--- src/rtl/i2c_target_pkg.sv ---
// -----------------------------------------------------------------------------
// i2c_target_pkg
// Shared types and constants for the I2C target register port.
//   state_t              protocol state machine encoding
//   TARGET_ADDR_DEFAULT  default 7-bit bus address
//   RW_BIT               position of the R/W flag in the address byte
//   BITS_PER_BYTE        data bits between ACK slots
// -----------------------------------------------------------------------------
package i2c_target_pkg;

   typedef enum logic [3:0] {
      IDLE,
      ADDR,
      ADDR_ACK,
      PTR,
      PTR_ACK,
      WDATA,
      WDATA_ACK,
      RDATA,
      RDATA_ACK
   } state_t;

   localparam logic [6:0] TARGET_ADDR_DEFAULT = 7'h70;
   localparam int         RW_BIT              = 0;
   localparam int         BITS_PER_BYTE       = 8;

endpackage

--- src/rtl/i2c_pin_sync.sv ---
// -----------------------------------------------------------------------------
// i2c_pin_sync
// Synchronises the raw SDA/SCL pins into the clk domain and derives bus events.
// Ports:
//   clk, rst          system clock, asynchronous active-high reset
//   sda_in, scl_in    raw pin levels
//   sda, scl          synchronised levels
//   scl_rise/fall     one-cycle pulses on synchronised SCL edges
//   start_det         one-cycle pulse: SDA fell while SCL high
//   stop_det          one-cycle pulse: SDA rose while SCL high
// -----------------------------------------------------------------------------
module i2c_pin_sync #(
   parameter int SYNC_STAGES = 2
) (
   input  logic clk,
   input  logic rst,
   input  logic sda_in,
   input  logic scl_in,
   output logic sda,
   output logic scl,
   output logic scl_rise,
   output logic scl_fall,
   output logic start_det,
   output logic stop_det
);

   logic [SYNC_STAGES-1:0] sda_sync;
   logic [SYNC_STAGES-1:0] scl_sync;
   logic                   sda_prev;
   logic                   scl_prev;

   // Chains reset to 1 (idle bus level) so leaving reset never fakes an event.
   always_ff @(posedge clk or posedge rst) begin
      if (rst) begin
         sda_sync <= '1;
         scl_sync <= '1;
         sda_prev <= 1'b1;
         scl_prev <= 1'b1;
      end else begin
         // NOTE: non-blocking assignments let each flop take the previous
         // stage's old value; blocking would collapse the chain to one flop.
         sda_sync <= {sda_sync[SYNC_STAGES-2:0], sda_in};
         scl_sync <= {scl_sync[SYNC_STAGES-2:0], scl_in};
         sda_prev <= sda;
         scl_prev <= scl;
      end
   end

   assign sda = sda_sync[SYNC_STAGES-1];
   assign scl = scl_sync[SYNC_STAGES-1];

   assign scl_rise  = scl & ~scl_prev;
   assign scl_fall  = ~scl & scl_prev;
   // SCL must be high on both samples so an SDA change near an SCL edge
   // is never mistaken for START/STOP.
   assign start_det = scl & scl_prev & sda_prev & ~sda;
   assign stop_det  = scl & scl_prev & ~sda_prev & sda;

endmodule

--- src/rtl/i2c_target_regport.sv ---
// -----------------------------------------------------------------------------
// i2c_target_regport
// I2C target that bridges bus transactions to an 8-bit register port.
// Write: [addr W] [pointer] [data]*   Read: [addr W] [pointer] Sr [addr R] [data]*
// The pointer auto-increments after every data byte. SDA is only ever pulled
// low; SCL is never driven.
// Ports:
//   clk, rst     system clock (>= 16x SCL), asynchronous active-high reset
//   sda_in       raw SDA pin level
//   scl_in       raw SCL pin level
//   sda_oe       1 = pull SDA low
//   reg_addr     current register pointer
//   reg_wdata    write data, valid while reg_we is high
//   reg_we       one-cycle write strobe
//   reg_re       one-cycle read strobe; reg_rdata captured in the same cycle
//   reg_rdata    read data for reg_addr
//   busy         addressed transaction in progress
// -----------------------------------------------------------------------------
module i2c_target_regport
   import i2c_target_pkg::*;
#(
   parameter logic [6:0] TARGET_ADDR = TARGET_ADDR_DEFAULT,
   parameter int         SYNC_STAGES = 2
) (
   input  logic       clk,
   input  logic       rst,
   input  logic       sda_in,
   input  logic       scl_in,
   output logic       sda_oe,
   output logic [7:0] reg_addr,
   output logic [7:0] reg_wdata,
   output logic       reg_we,
   output logic       reg_re,
   input  logic [7:0] reg_rdata,
   output logic       busy
);

   logic sda;
   logic scl;
   logic scl_rise;
   logic scl_fall;
   logic start_det;
   logic stop_det;

   i2c_pin_sync #(
      .SYNC_STAGES (SYNC_STAGES)
   ) u_pin_sync (
      .clk       (clk),
      .rst       (rst),
      .sda_in    (sda_in),
      .scl_in    (scl_in),
      .sda       (sda),
      .scl       (scl),
      .scl_rise  (scl_rise),
      .scl_fall  (scl_fall),
      .start_det (start_det),
      .stop_det  (stop_det)
   );

   state_t     state,     state_n;
   logic [2:0] bit_cnt,   bit_cnt_n;
   logic [7:0] shift,     shift_n;
   logic       rw,        rw_n;
   logic       load_pend, load_pend_n;
   logic       sda_oe_n;
   logic [7:0] reg_addr_n;
   logic [7:0] reg_wdata_n;
   logic       reg_we_n;
   logic       busy_n;

   logic [7:0] byte_in;
   logic       last_bit;

   assign byte_in  = {shift[6:0], sda};
   assign last_bit = (bit_cnt == 3'(BITS_PER_BYTE - 1));

   always_ff @(posedge clk or posedge rst) begin
      if (rst) begin
         state     <= IDLE;
         bit_cnt   <= '0;
         shift     <= '0;
         rw        <= 1'b0;
         load_pend <= 1'b0;
         sda_oe    <= 1'b0;
         reg_addr  <= '0;
         reg_wdata <= '0;
         reg_we    <= 1'b0;
         busy      <= 1'b0;
      end else begin
         state     <= state_n;
         bit_cnt   <= bit_cnt_n;
         shift     <= shift_n;
         rw        <= rw_n;
         load_pend <= load_pend_n;
         sda_oe    <= sda_oe_n;
         reg_addr  <= reg_addr_n;
         reg_wdata <= reg_wdata_n;
         reg_we    <= reg_we_n;
         busy      <= busy_n;
      end
   end

   // In every *_ACK state sda_oe doubles as the phase flag: the first SCL
   // fall starts driving the ACK, the second one (sda_oe already set) ends it.
   always_comb begin
      // NOTE: every output of this block is defaulted first, so no path can
      // leave a signal unassigned and infer a latch.
      state_n     = state;
      bit_cnt_n   = bit_cnt;
      shift_n     = shift;
      rw_n        = rw;
      load_pend_n = load_pend;
      sda_oe_n    = sda_oe;
      reg_addr_n  = reg_addr;
      reg_wdata_n = reg_wdata;
      reg_we_n    = 1'b0;
      reg_re      = 1'b0;
      busy_n      = busy;

      if (stop_det) begin
         state_n     = IDLE;
         sda_oe_n    = 1'b0;
         busy_n      = 1'b0;
         load_pend_n = 1'b0;
      end else if (start_det) begin
         // Repeated START keeps reg_addr and busy; the address phase decides.
         state_n     = ADDR;
         bit_cnt_n   = '0;
         sda_oe_n    = 1'b0;
         load_pend_n = 1'b0;
      end else begin
         unique case (state)
            IDLE: ;

            ADDR: if (scl_rise) begin
               shift_n   = byte_in;
               bit_cnt_n = bit_cnt + 3'd1;
               if (last_bit) begin
                  bit_cnt_n = '0;
                  if (byte_in[7:1] == TARGET_ADDR) begin
                     state_n = ADDR_ACK;
                     rw_n    = byte_in[RW_BIT];
                     busy_n  = 1'b1;
                  end else begin
                     state_n = IDLE;
                     busy_n  = 1'b0;
                  end
               end
            end

            ADDR_ACK: if (scl_fall) begin
               if (!sda_oe) begin
                  sda_oe_n = 1'b1;
               end else if (rw) begin
                  // First read byte is fetched on the fall that ends the ACK.
                  reg_re    = 1'b1;
                  shift_n   = reg_rdata;
                  sda_oe_n  = ~reg_rdata[7];
                  bit_cnt_n = '0;
                  state_n   = RDATA;
               end else begin
                  sda_oe_n = 1'b0;
                  state_n  = PTR;
               end
            end

            PTR: if (scl_rise) begin
               shift_n   = byte_in;
               bit_cnt_n = bit_cnt + 3'd1;
               if (last_bit) begin
                  bit_cnt_n  = '0;
                  reg_addr_n = byte_in;
                  state_n    = PTR_ACK;
               end
            end

            PTR_ACK: if (scl_fall) begin
               if (!sda_oe) begin
                  sda_oe_n = 1'b1;
               end else begin
                  sda_oe_n = 1'b0;
                  state_n  = WDATA;
               end
            end

            WDATA: if (scl_rise) begin
               shift_n   = byte_in;
               bit_cnt_n = bit_cnt + 3'd1;
               if (last_bit) begin
                  bit_cnt_n   = '0;
                  reg_wdata_n = byte_in;
                  reg_we_n    = 1'b1;
                  state_n     = WDATA_ACK;
               end
            end

            WDATA_ACK: if (scl_fall) begin
               if (!sda_oe) begin
                  sda_oe_n = 1'b1;
               end else begin
                  sda_oe_n   = 1'b0;
                  reg_addr_n = reg_addr + 8'd1;
                  state_n    = WDATA;
               end
            end

            // Bit 7 is already on the wire at entry; each fall presents the
            // next bit, and the eighth fall releases SDA for the master's ACK.
            RDATA: if (scl_fall) begin
               if (last_bit) begin
                  sda_oe_n  = 1'b0;
                  bit_cnt_n = '0;
                  state_n   = RDATA_ACK;
               end else begin
                  sda_oe_n  = ~shift[6];
                  shift_n   = {shift[6:0], 1'b0};
                  bit_cnt_n = bit_cnt + 3'd1;
               end
            end

            RDATA_ACK: begin
               if (scl_rise) begin
                  if (!sda) begin
                     reg_addr_n  = reg_addr + 8'd1;
                     load_pend_n = 1'b1;
                  end else begin
                     state_n = IDLE;
                     busy_n  = 1'b0;
                  end
               end else if (scl_fall && load_pend) begin
                  load_pend_n = 1'b0;
                  reg_re      = 1'b1;
                  shift_n     = reg_rdata;
                  sda_oe_n    = ~reg_rdata[7];
                  bit_cnt_n   = '0;
                  state_n     = RDATA;
               end
            end

            default: state_n = IDLE;
         endcase
      end
   end

endmodule

--- config.mk ---
export PLATFORM = sky130hd
export DESIGN_NAME = i2c_target_regport
export DESIGN_NICKNAME = d
export VERILOG_FILES = /design/src/rtl/i2c_target_pkg.sv /design/src/rtl/i2c_pin_sync.sv /design/src/rtl/i2c_target_regport.sv
export SDC_FILE = /design/constraint.sdc
export NUM_CORES = 1
export LEC_CHECK = 0
export CORE_AREA = 2 2 102 104
export DETAILED_ROUTE_END_ITERATION = 7
export DIE_AREA = 0 0 104 106
export GPL_ROUTABILITY_DRIVEN = 0
export PLACE_DENSITY_LB_ADDON = 0.05
export SYNTH_ARGS = -nofsm -noshare
export SYNTH_HDL_FRONTEND = slang
export SYNTH_SLANG_ARGS = --single-unit
--- constraint.sdc ---
create_clock -name clk -period 5.8 [get_ports clk]
set_clock_uncertainty 0.05 [all_clocks]
set_input_delay 1.16 -clock clk [delete_from_list [all_inputs] [get_ports clk]]
set_output_delay 1.16 -clock clk [all_outputs]
set_load 0.05 [all_outputs]
==> results of run 1 <==
[final cells by class]
type                            instances  area [sq um]
Fill cell                            1081          6910
Sequential cell                        41          1030
Clock buffer                            6          72.6
Clock inverter                          2          15.0
Tap cell                              136           170
Inverter                                7          26.3
Multi-Input combinational cell        202          1450
Timing Repair Buffer                   32           318
[flip-flops by register name, summed over array words and instances, names as in the netlist, 2 cells and up]
| register | cells |
|---|---|
| u_pin_sync.sda_sync | 2 |
| state | 4 |
| u_pin_sync.scl_sync | 2 |
| reg_wdata | 8 |
| bit_cnt | 3 |
| reg_addr | 8 |
| shift | 7 |
[cells by family (layout without fill, tap and decap cells)]
family / after synthesis / in the layout / share of synthesized area [%]
AND/OR/NAND/NOR: 94 / 94 / 21.2
flip-flops: 41 / 41 / 39.6
buffers and inverters: 25 / 47 / 4.70
adder cells (fa/ha/maj): 3 / 3 / 1.44
XOR/XNOR: 1 / 1 / 0.336
AO/OA/AOI/OAI: 82 / 82 / 22.5
multiplexers: 22 / 22 / 10.3
[worst register-to-register path: cells and delay by family, from the launching register on]
kind | cells | cell delay (ns)
AND/OR/NAND/NOR | 1 | 0.53
multiplexers | 1 | 0.38
flip-flops | 1 | 0.87
AO/OA/AOI/OAI | 3 | 0.69
[synthesized netlist by cell type, types with 3 or more instances]
master and n:
or3b_2 3, a21oi_1 21, buf_4 3, nand2b_1 5, ha_1 3, nand2_1 22
nand3_1 9, o21a_1 3, o22ai_1 4, buf_2 8, o21ai_0 13, nor3b_1 3
nor2b_1 6, dfrtp_1 35, clkbuf_1 6, inv_1 7, and2_1 4, a32o_1 4
a32oi_1 3, nor3_1 6, nor4_1 3, mux2_4 6, nand3b_1 5, nor2_1 12
o21ai_1 3, mux2_2 14, dfstp_2 6, a22oi_1 3, a21oi_2 4
[report_power, final]
part           leakage, nW  total (mW)  switching [mW]  internal (mW)
registers            0.543       0.339          0.0348          0.304
clock network       0.0374       0.194           0.109         0.0850
logic                0.643      0.0750          0.0322         0.0429
total                 1.22       0.608           0.176          0.432
[how the worst max path moves through the flow]
stage | depth (start not counted) | startpoint | end
detailed placement | 4 | state[2]$_DFFE_PP0P_ | reg_re
global placement | 4 | state[2]$_DFFE_PP0P_ | reg_re
global route | 4 | state[2]$_DFFE_PP0P_ | reg_re
floorplan | 4 | state[0]$_DFFE_PP0P_ | reg_re
finish | 4 | state[2]$_DFFE_PP0P_ | reg_re
CTS | 4 | state[2]$_DFFE_PP0P_ | reg_re
[layer usage]
metal,GRT usage [%],share of wire [%],vias to the layer above
met3,2.88,3.1,9
met4,4.34,1.8,0
met5,0,0,-
met1,19.3,49,1086
met2,21.3,46,33
li1,-,-,1045
==> results.py, run 1 <==
metrics = {
    "status": {
        "status": "finished, final reports clean",
    },
    "floorplanning": {
        "core_sq_mm": 0.0100,
        "start_util_pct": 26.1,
        "num_rows": 37,
        "dieArea_sq_mm": 0.0110,
        "fp.dieW_microns": 104,
        "die_h_microns": 106,
        "io_pins": 32,
    },
    "setup_path": {
        "start_kind": "flip-flop",
        "crit_chain": "nor4b_4 > nand2_1 > a21oi_1 > clkdlybuf4s50_1",
        "cp_data_required_time_ns": 4.59,
        "r2r_start": "state[2]$_DFFE_PP0P_",
        "cpPeakStageDelay_ns": 0.82,
        "cp_data_arrival_time_ns": 2.77,
        "critPathSlowestCell": "clkdlybuf4s50_1",
        "crit_family": "simple AND/OR/NAND/NOR gates",
        "setup.worst_path.end_class": "output port",
        "crit_type": "reg2out",
        "reg2reg_to": "shift[2]$_DFFE_PP0P_",
        "r2r_cells": 5,
        "rrSetupSlack_ns": 3.18,
        "crit_buf_inv": 1,
        "crit_fanout": 24,
    },
    "logic_synthesis": {
        "synth-edff-count": 0,
        "synth_area_leader_cell": "dfrtp_1",
        "synthTopCellsByArea": "dfrtp_1, dfstp_2, mux2_2",
        "synth-seq-cells": 41,
        "yosys_most_used_dff": "dfrtp_1",
        "synth_cell_types": 62,
        "synth_top_area_share_pct": 33.6,
        "postSynth.asyncResetShare_pct": 100,
        "ys_warn_count": 0,
        "syn_inst": 268,
        "avgSynthCellArea_sq_um": 9.73,
        "synth_nets": 283,
        "yosysSeqAreaShare_pct": 39.6,
        "netlist_area_sq_mm": 0.00261,
    },
    "min_path": {
        "holdCritStartpoint": "u_pin_sync.sda_sync[0]$_DFF_PP1_",
        "min_delay_worst_endpoint": "u_pin_sync.sda_sync[1]$_DFF_PP1_",
        "hp-class": "reg2reg",
        "hold_path_depth": 0,
    },
    "timing": {
        "finalCritPeriodShare_pct": 68.6,
        "hold_viol_final": 0,
        "drv_slew": 0,
        "fmax_mhz": 251,
        "worst_pin_slew_ns": 0.793,
        "postLayoutSetupSlackWorst_ns": 1.82,
        "hold_ws_ns": 0.309,
        "tns_ns": 0,
        "setup_viol": 0,
        "rsz0062_at_grt": "no",
        "relSlewSlack_pct": 47.1,
        "min_period_ns": 3.98,
    },
    "clock_network": {
        "h-tree-depth": 2,
        "clk_pin_slew_ns": 0.08,
        "cts_hold_buf": 0,
        "root_buffer": "clkbuf_8",
        "cts_resized": 0,
        "cts_setup_buffers": 0,
        "clock_sinks": 41,
        "cts_tree": "built",
        "insertion_delay_ns": 0.30,
        "clockBufferDepth": 2,
        "cts_buffers": 5,
    },
    "route": {
        "routed_wl_mm": 7.37,
        "antenna_left": 0,
        "vias": 2173,
        "wl_per_cell_microns": 17.3,
        "remaining_drc_errors": 0,
        "drtIter0Drc": 115,
        "first_pass_iters": 4,
        "viasPerCell": 5.10,
    },
    "layout": {
        "drive_above_1_share_pct": 17.2,
        "final_cells": 426,
        "finish.utilization_pct": 30.9,
        "syn2layout_area_growth_pct": 18.4,
        "final_common_cell": "dfrtp_1",
        "antenna_cells": 0,
        "final_cell_mix": "dfrtp_1, clkdlybuf4s50_1, nand2_1, a21oi_1, mux2_2",
        "fin_nets": 304,
        "post-route-cell-area_sq_mm": 0.00309,
    },
    "grt": {
        "antenna_found_initial": 0,
        "grt-ovfl-total": 0,
        "grt_pass1_wl_mm": 11.9,
        "grt_pass1_vias": 2106,
        "grt_max_degree": 42,
        "grtUsageTotal_pct": 13.8,
    },
    "power": {
        "finalPower_mw": 0.608,
        "power_leakage_nw": 1.22,
        "peakVddDrop_mv": 0.111,
        "power_density_mw_per_mm2": 197,
    },
    "placed_design": {
        "dpl_cell_area_sq_mm": 0.00300,
        "place_inst": 418,
        "numPortBuffers": 31,
        "hpwl_mm": 5.17,
        "dp_slack_ns": 2.17,
    },
    "flow_run": {
        "drv_cap": 0,
    },
}
(Power assumes the default switching activity.)
==> inputs of run 2 (changes only) <==
clock period = 3.7 ns   (was 5.8 ns; I/O delays follow)
==> results.py, run 2 (synthesis gave the netlist of run 1 again) <==
metrics = {
    "status": {
        "status": "finished, final reports clean",
    },
    "setup_path": {
        "crit_type": "reg2out",
        "cpPeakStageDelay_ns": 0.82,
        "start_kind": "flip-flop",
        "crit_buf_inv": 1,
        "setup.worst_path.end_class": "output port",
        "crit_chain": "nor2b_1 > nand4_1 > a21oi_1 > clkdlybuf4s50_1",
        "reg2reg_to": "shift[4]$_DFFE_PP0P_",
        "r2r_start": "state[1]$_DFFE_PP0P_",
        "cp_data_arrival_time_ns": 2.49,
        "r2r_cells": 6,
        "crit_family": "buffers and inverters",
        "crit_fanout": 12,
        "critPathSlowestCell": "clkdlybuf4s50_1",
        "cp.depth": 4,
        "rrSetupSlack_ns": 1.21,
        "cp_data_required_time_ns": 2.91,
    },
    "min_path": {
        "min_delay_worst_endpoint": "u_pin_sync.sda_sync[1]$_DFF_PP1_",
        "hold_path_depth": 0,
        "hp-class": "reg2reg",
        "holdCritStartpoint": "u_pin_sync.sda_sync[0]$_DFF_PP1_",
    },
    "clock_network": {
        "cts_setup_buffers": 0,
        "h-tree-depth": 2,
        "insertion_delay_ns": 0.30,
        "cts_buffers": 5,
        "clock_sinks": 41,
        "clockBufferDepth": 2,
        "root_buffer": "clkbuf_8",
        "cts_resized": 0,
        "clk_pin_slew_ns": 0.09,
        "cts_hold_buf": 0,
        "cts_tree": "built",
    },
    "route": {
        "remaining_drc_errors": 0,
        "wl_per_cell_microns": 17.1,
        "drtIter0Drc": 89,
        "first_pass_iters": 4,
        "vias": 2164,
        "viasPerCell": 5.02,
        "routed_wl_mm": 7.39,
        "antenna_left": 0,
    },
    "layout": {
        "finish.utilization_pct": 31.6,
        "antenna_cells": 0,
        "reg.largest.list": "reg_addr: 8 flops, reg_wdata: 8 flops, shift: 7 flops",
        "final_cell_mix": "dfrtp_1, clkdlybuf4s50_1, nand2_1, a21oi_1, mux2_2",
        "syn2layout_area_growth_pct": 21.1,
        "fin_nets": 309,
        "drive_above_1_share_pct": 19.0,
        "final_common_cell": "dfrtp_1",
    },
    "power": {
        "power.switching_mw": 0.285,
        "seqPwrFrac_pct": 50.5,
        "peakVddDrop_mv": 0.218,
        "clock_power_share_pct": 37.9,
        "finalPower_mw": 1.05,
        "power_density_mw_per_mm2": 333,
        "comb_power_share_pct": 11.6,
        "power_leakage_nw": 1.27,
        "switching_share_pct": 27.1,
        "internal-power_mw": 0.765,
    },
    "timing": {
        "fmax_mhz": 305,
        "setup_viol": 0,
        "hold_ws_ns": 0.311,
        "worst_pin_slew_ns": 0.712,
        "drv_slew": 0,
        "min_period_ns": 3.28,
        "postLayoutSetupSlackWorst_ns": 0.420,
        "rsz0062_at_grt": "no",
        "tns_ns": 0,
        "finalCritPeriodShare_pct": 88.6,
        "hold_viol_final": 0,
        "relSlewSlack_pct": 52.4,
    },
    "grt": {
        "grtUsageTotal_pct": 13.7,
        "grt-ovfl-total": 0,
        "antenna_found_initial": 0,
        "grt_pass1_wl_mm": 11.8,
        "grt_pass1_vias": 2123,
        "grt_max_degree": 42,
    },
    "placed_design": {
        "numPortBuffers": 31,
        "dp_slack_ns": 0.766,
        "hpwl_mm": 5.16,
    },
    "floorplanning": {
        "fp.dieW_microns": 104,
        "num_rows": 37,
        "core_sq_mm": 0.0100,
        "io_pins": 32,
        "start_util_pct": 26.1,
        "die_h_microns": 106,
        "dieArea_sq_mm": 0.0110,
    },
    "flow_run": {
        "drv_cap": 0,
    },
}
## run 2: area by class of cell
cell class | instances | area [sq um]
multi-input cells | 202 | 1450
clock buffers | 6 | 82.6
inverters | 7 | 26.3
repair buffers | 37 | 355
fillers | 1084 | 6840
clock inverters | 2 | 37.5
flip-flops and latches | 41 | 1030
well taps | 136 | 170
## run 2: power by group through the flow
stage          Combinational (mW)  Sequential (mW)  Clock (mW)
2_1_floorplan               0.100            0.506           0
3_3_place_gp                0.124            0.541           0
3_5_place_dp                0.124            0.540           0
4_1_cts                     0.124            0.532       0.412
5_1_grt                     0.136            0.537       0.429
6_report                    0.122            0.530       0.398
## run 2: worst reg2reg max path: cells and delay by family (launching register included)
| family | cells | cell delay, ns |
|---|---|---|
| DFF | 1 | 0.51 |
| muxes | 1 | 0.34 |
| buffers and inverters | 1 | 0.24 |
| and+or+nand+nor | 1 | 0.72 |
| AOI/OAI and AO/OA | 3 | 0.51 |
## run 2: how the worst max path moves through the flow
| stage | from | endpoint | slack (ns) |
|---|---|---|---|
| floorplan | state[0]$_DFFE_PP0P_ | reg_re | 1.08 |
| global placement | state[1]$_DFFE_PP0P_ | reg_re | 0.76 |
| detailed placement | state[1]$_DFFE_PP0P_ | reg_re | 0.77 |
| CTS | state[1]$_DFFE_PP0P_ | reg_re | 0.41 |
| global route | state[1]$_DFFE_PP0P_ | reg_re | 0.26 |
| finish | state[1]$_DFFE_PP0P_ | reg_re | 0.42 |
## run 2: layer usage
layer | GRT usage [%] | vias to the layer above | part of all wire [%]
li1 | - | 1050 | -
met1 | 19.0 | 1064 | 49
met2 | 21.9 | 45 | 46
met3 | 2.39 | 5 | 3.8
met4 | 3.67 | 0 | 0.85
met5 | 0 | - | 0
## run 2: through the flow
stage	area, sq um	cells
final	3160	431
after detailed placement	3040	423
after floorplan	2610	268
after global placement	3040	423
after global routing	3160	431
after CTS	3160	431
==> inputs of run 3 (changes only) <==
DONT_BUFFER_PORTS = 1   (was unset)
==> results.py, run 3 (synthesis gave the netlist of run 1 again) <==
metrics = {
    "clock_network": {
        "cts_setup_buffers": 0,
        "cts_tree": "built",
        "root_buffer": "clkbuf_8",
        "cts_hold_buf": 0,
        "cts_buffers": 5,
        "insertion_delay_ns": 0.31,
        "clk_pin_slew_ns": 0.10,
        "clock_sinks": 41,
        "h-tree-depth": 2,
        "clockBufferDepth": 2,
        "cts_resized": 0,
    },
    "layout": {
        "post-route-cell-area_sq_mm": 0.00283,
        "final_cells": 396,
        "antenna_cells": 0,
        "syn2layout_area_growth_pct": 8.69,
        "regArea_sq_mm": 0.00103,
        "final_cell_mix": "dfrtp_1, nand2_1, a21oi_1, mux2_2, o21ai_0",
        "n_fill_cell": 1067,
        "reg.largest.list": "reg_addr: 8 flops, reg_wdata: 8 flops, shift: 7 flops",
        "drive_above_1_share_pct": 20.4,
        "final_common_cell": "dfrtp_1",
        "finish.utilization_pct": 28.3,
        "multi_input_area_sq_mm": 0.00145,
        "fin_nets": 274,
    },
    "floorplanning": {
        "io_pins": 32,
        "die_h_microns": 106,
        "num_rows": 37,
        "core_sq_mm": 0.0100,
        "start_util_pct": 26.1,
        "dieArea_sq_mm": 0.0110,
        "fp.dieW_microns": 104,
    },
    "grt": {
        "grtUsageTotal_pct": 13.7,
        "grt_pass1_vias": 2071,
        "antenna_found_initial": 0,
        "grt-ovfl-total": 0,
        "grt_pass1_wl_mm": 11.9,
        "grt_max_degree": 42,
    },
    "timing": {
        "tns_ns": 0,
        "setup_viol": 0,
        "drv_slew": 0,
        "worst_pin_slew_ns": 0.887,
        "finalCritPeriodShare_pct": 79.1,
        "min_period_ns": 2.93,
        "rsz0062_at_grt": "no",
        "fmax_mhz": 342,
        "hold_viol_final": 0,
        "relSlewSlack_pct": 40.8,
    },
    "setup_path": {
        "setup.worst_path.end_class": "output port",
        "crit_fanout": 24,
        "cp_data_arrival_time_ns": 2.14,
        "cp_data_required_time_ns": 2.91,
        "start_kind": "flip-flop",
        "crit_type": "reg2out",
    },
    "power": {
        "power_leakage_nw": 1.15,
        "power_density_mw_per_mm2": 385,
        "peakVddDrop_mv": 0.264,
    },
    "route": {
        "remaining_drc_errors": 0,
        "wl_per_cell_microns": 18.5,
        "viasPerCell": 5.13,
        "first_pass_iters": 4,
        "drtIter0Drc": 89,
        "vias": 2033,
        "routed_wl_mm": 7.32,
        "antenna_left": 0,
    },
    "placed_design": {
        "numPortBuffers": 0,
        "place_inst": 388,
        "hpwl_mm": 5.16,
        "dpl_cell_area_sq_mm": 0.00270,
    },
    "flow_run": {
        "drv_cap": 0,
    },
    "status": {
        "status": "finished, final reports clean",
    },
    "min_path": {
        "hp-class": "reg2reg",
    },
}
-- run 3: layer usage --
layer / GRT usage [%] / wire (microns) / up-vias
li1: - / - / 988
met1: 19.3 / 3550 / 996
met3: 3.56 / 424 / 6
met4: 3.76 / 83 / 0
met2: 20.8 / 3270 / 43
met5: 0 / 0 / -
-- run 3: cell type report --
class / count / area share (%)
multi-input combinational: 202 / 51.2
sequential: 41 / 36.5
tap: 136 / 6.00
clock buffer: 5 / 2.43
clock inverter: 3 / 2.43
inverter: 7 / 0.927
timing repair buffer: 2 / 0.530
-- run 3: worst paths after layout --
kind / startpoint / end / slack, ns / depth (start not counted)
min in group asynchronous: rst / reg_we$_DFF_PP0_ / 0.44 / 1
min: u_pin_sync.sda_sync[0]$_DFF_PP1_ / u_pin_sync.sda_sync[1]$_DFF_PP1_ / 0.31 / 0
max reg2reg: state[0]$_DFFE_PP0P_ / shift[3]$_DFFE_PP0P_ / 1.12 / 4
min reg2reg: u_pin_sync.sda_sync[0]$_DFF_PP1_ / u_pin_sync.sda_sync[1]$_DFF_PP1_ / 0.31 / 0
max: state[2]$_DFFE_PP0P_ / reg_re / 0.77 / 4
max in group asynchronous: rst / reg_addr[7]$_DFFE_PP0P_ / 2.59 / 1
-- run 3: critical path, cell delays in order, from the launching register on --
cell	delay (ns)
dfrtp_1	0.68
nor4b_4	0.65
nand2_1	0.14
a21oi_1	0.15
buf_4	0.22
-- run 3: power breakdown --
| group | switching, mW | internal [mW] |
|---|---|---|
| Sequential | 0.0563 | 0.477 |
| Combinational | 0.0482 | 0.0566 |
| Clock | 0.180 | 0.272 |
| Total | 0.285 | 0.805 |
-- run 3: through the flow --
stage          setup slack [ns]  hold slack, ns  power, mW
6_report                  0.772           0.310       1.09
5_1_grt                   0.582           0.322       1.14
4_1_cts                   0.737           0.312       1.10
3_5_place_dp               1.07           0.297      0.651
3_3_place_gp               1.09           0.295      0.653
2_1_floorplan              1.08           0.295      0.606
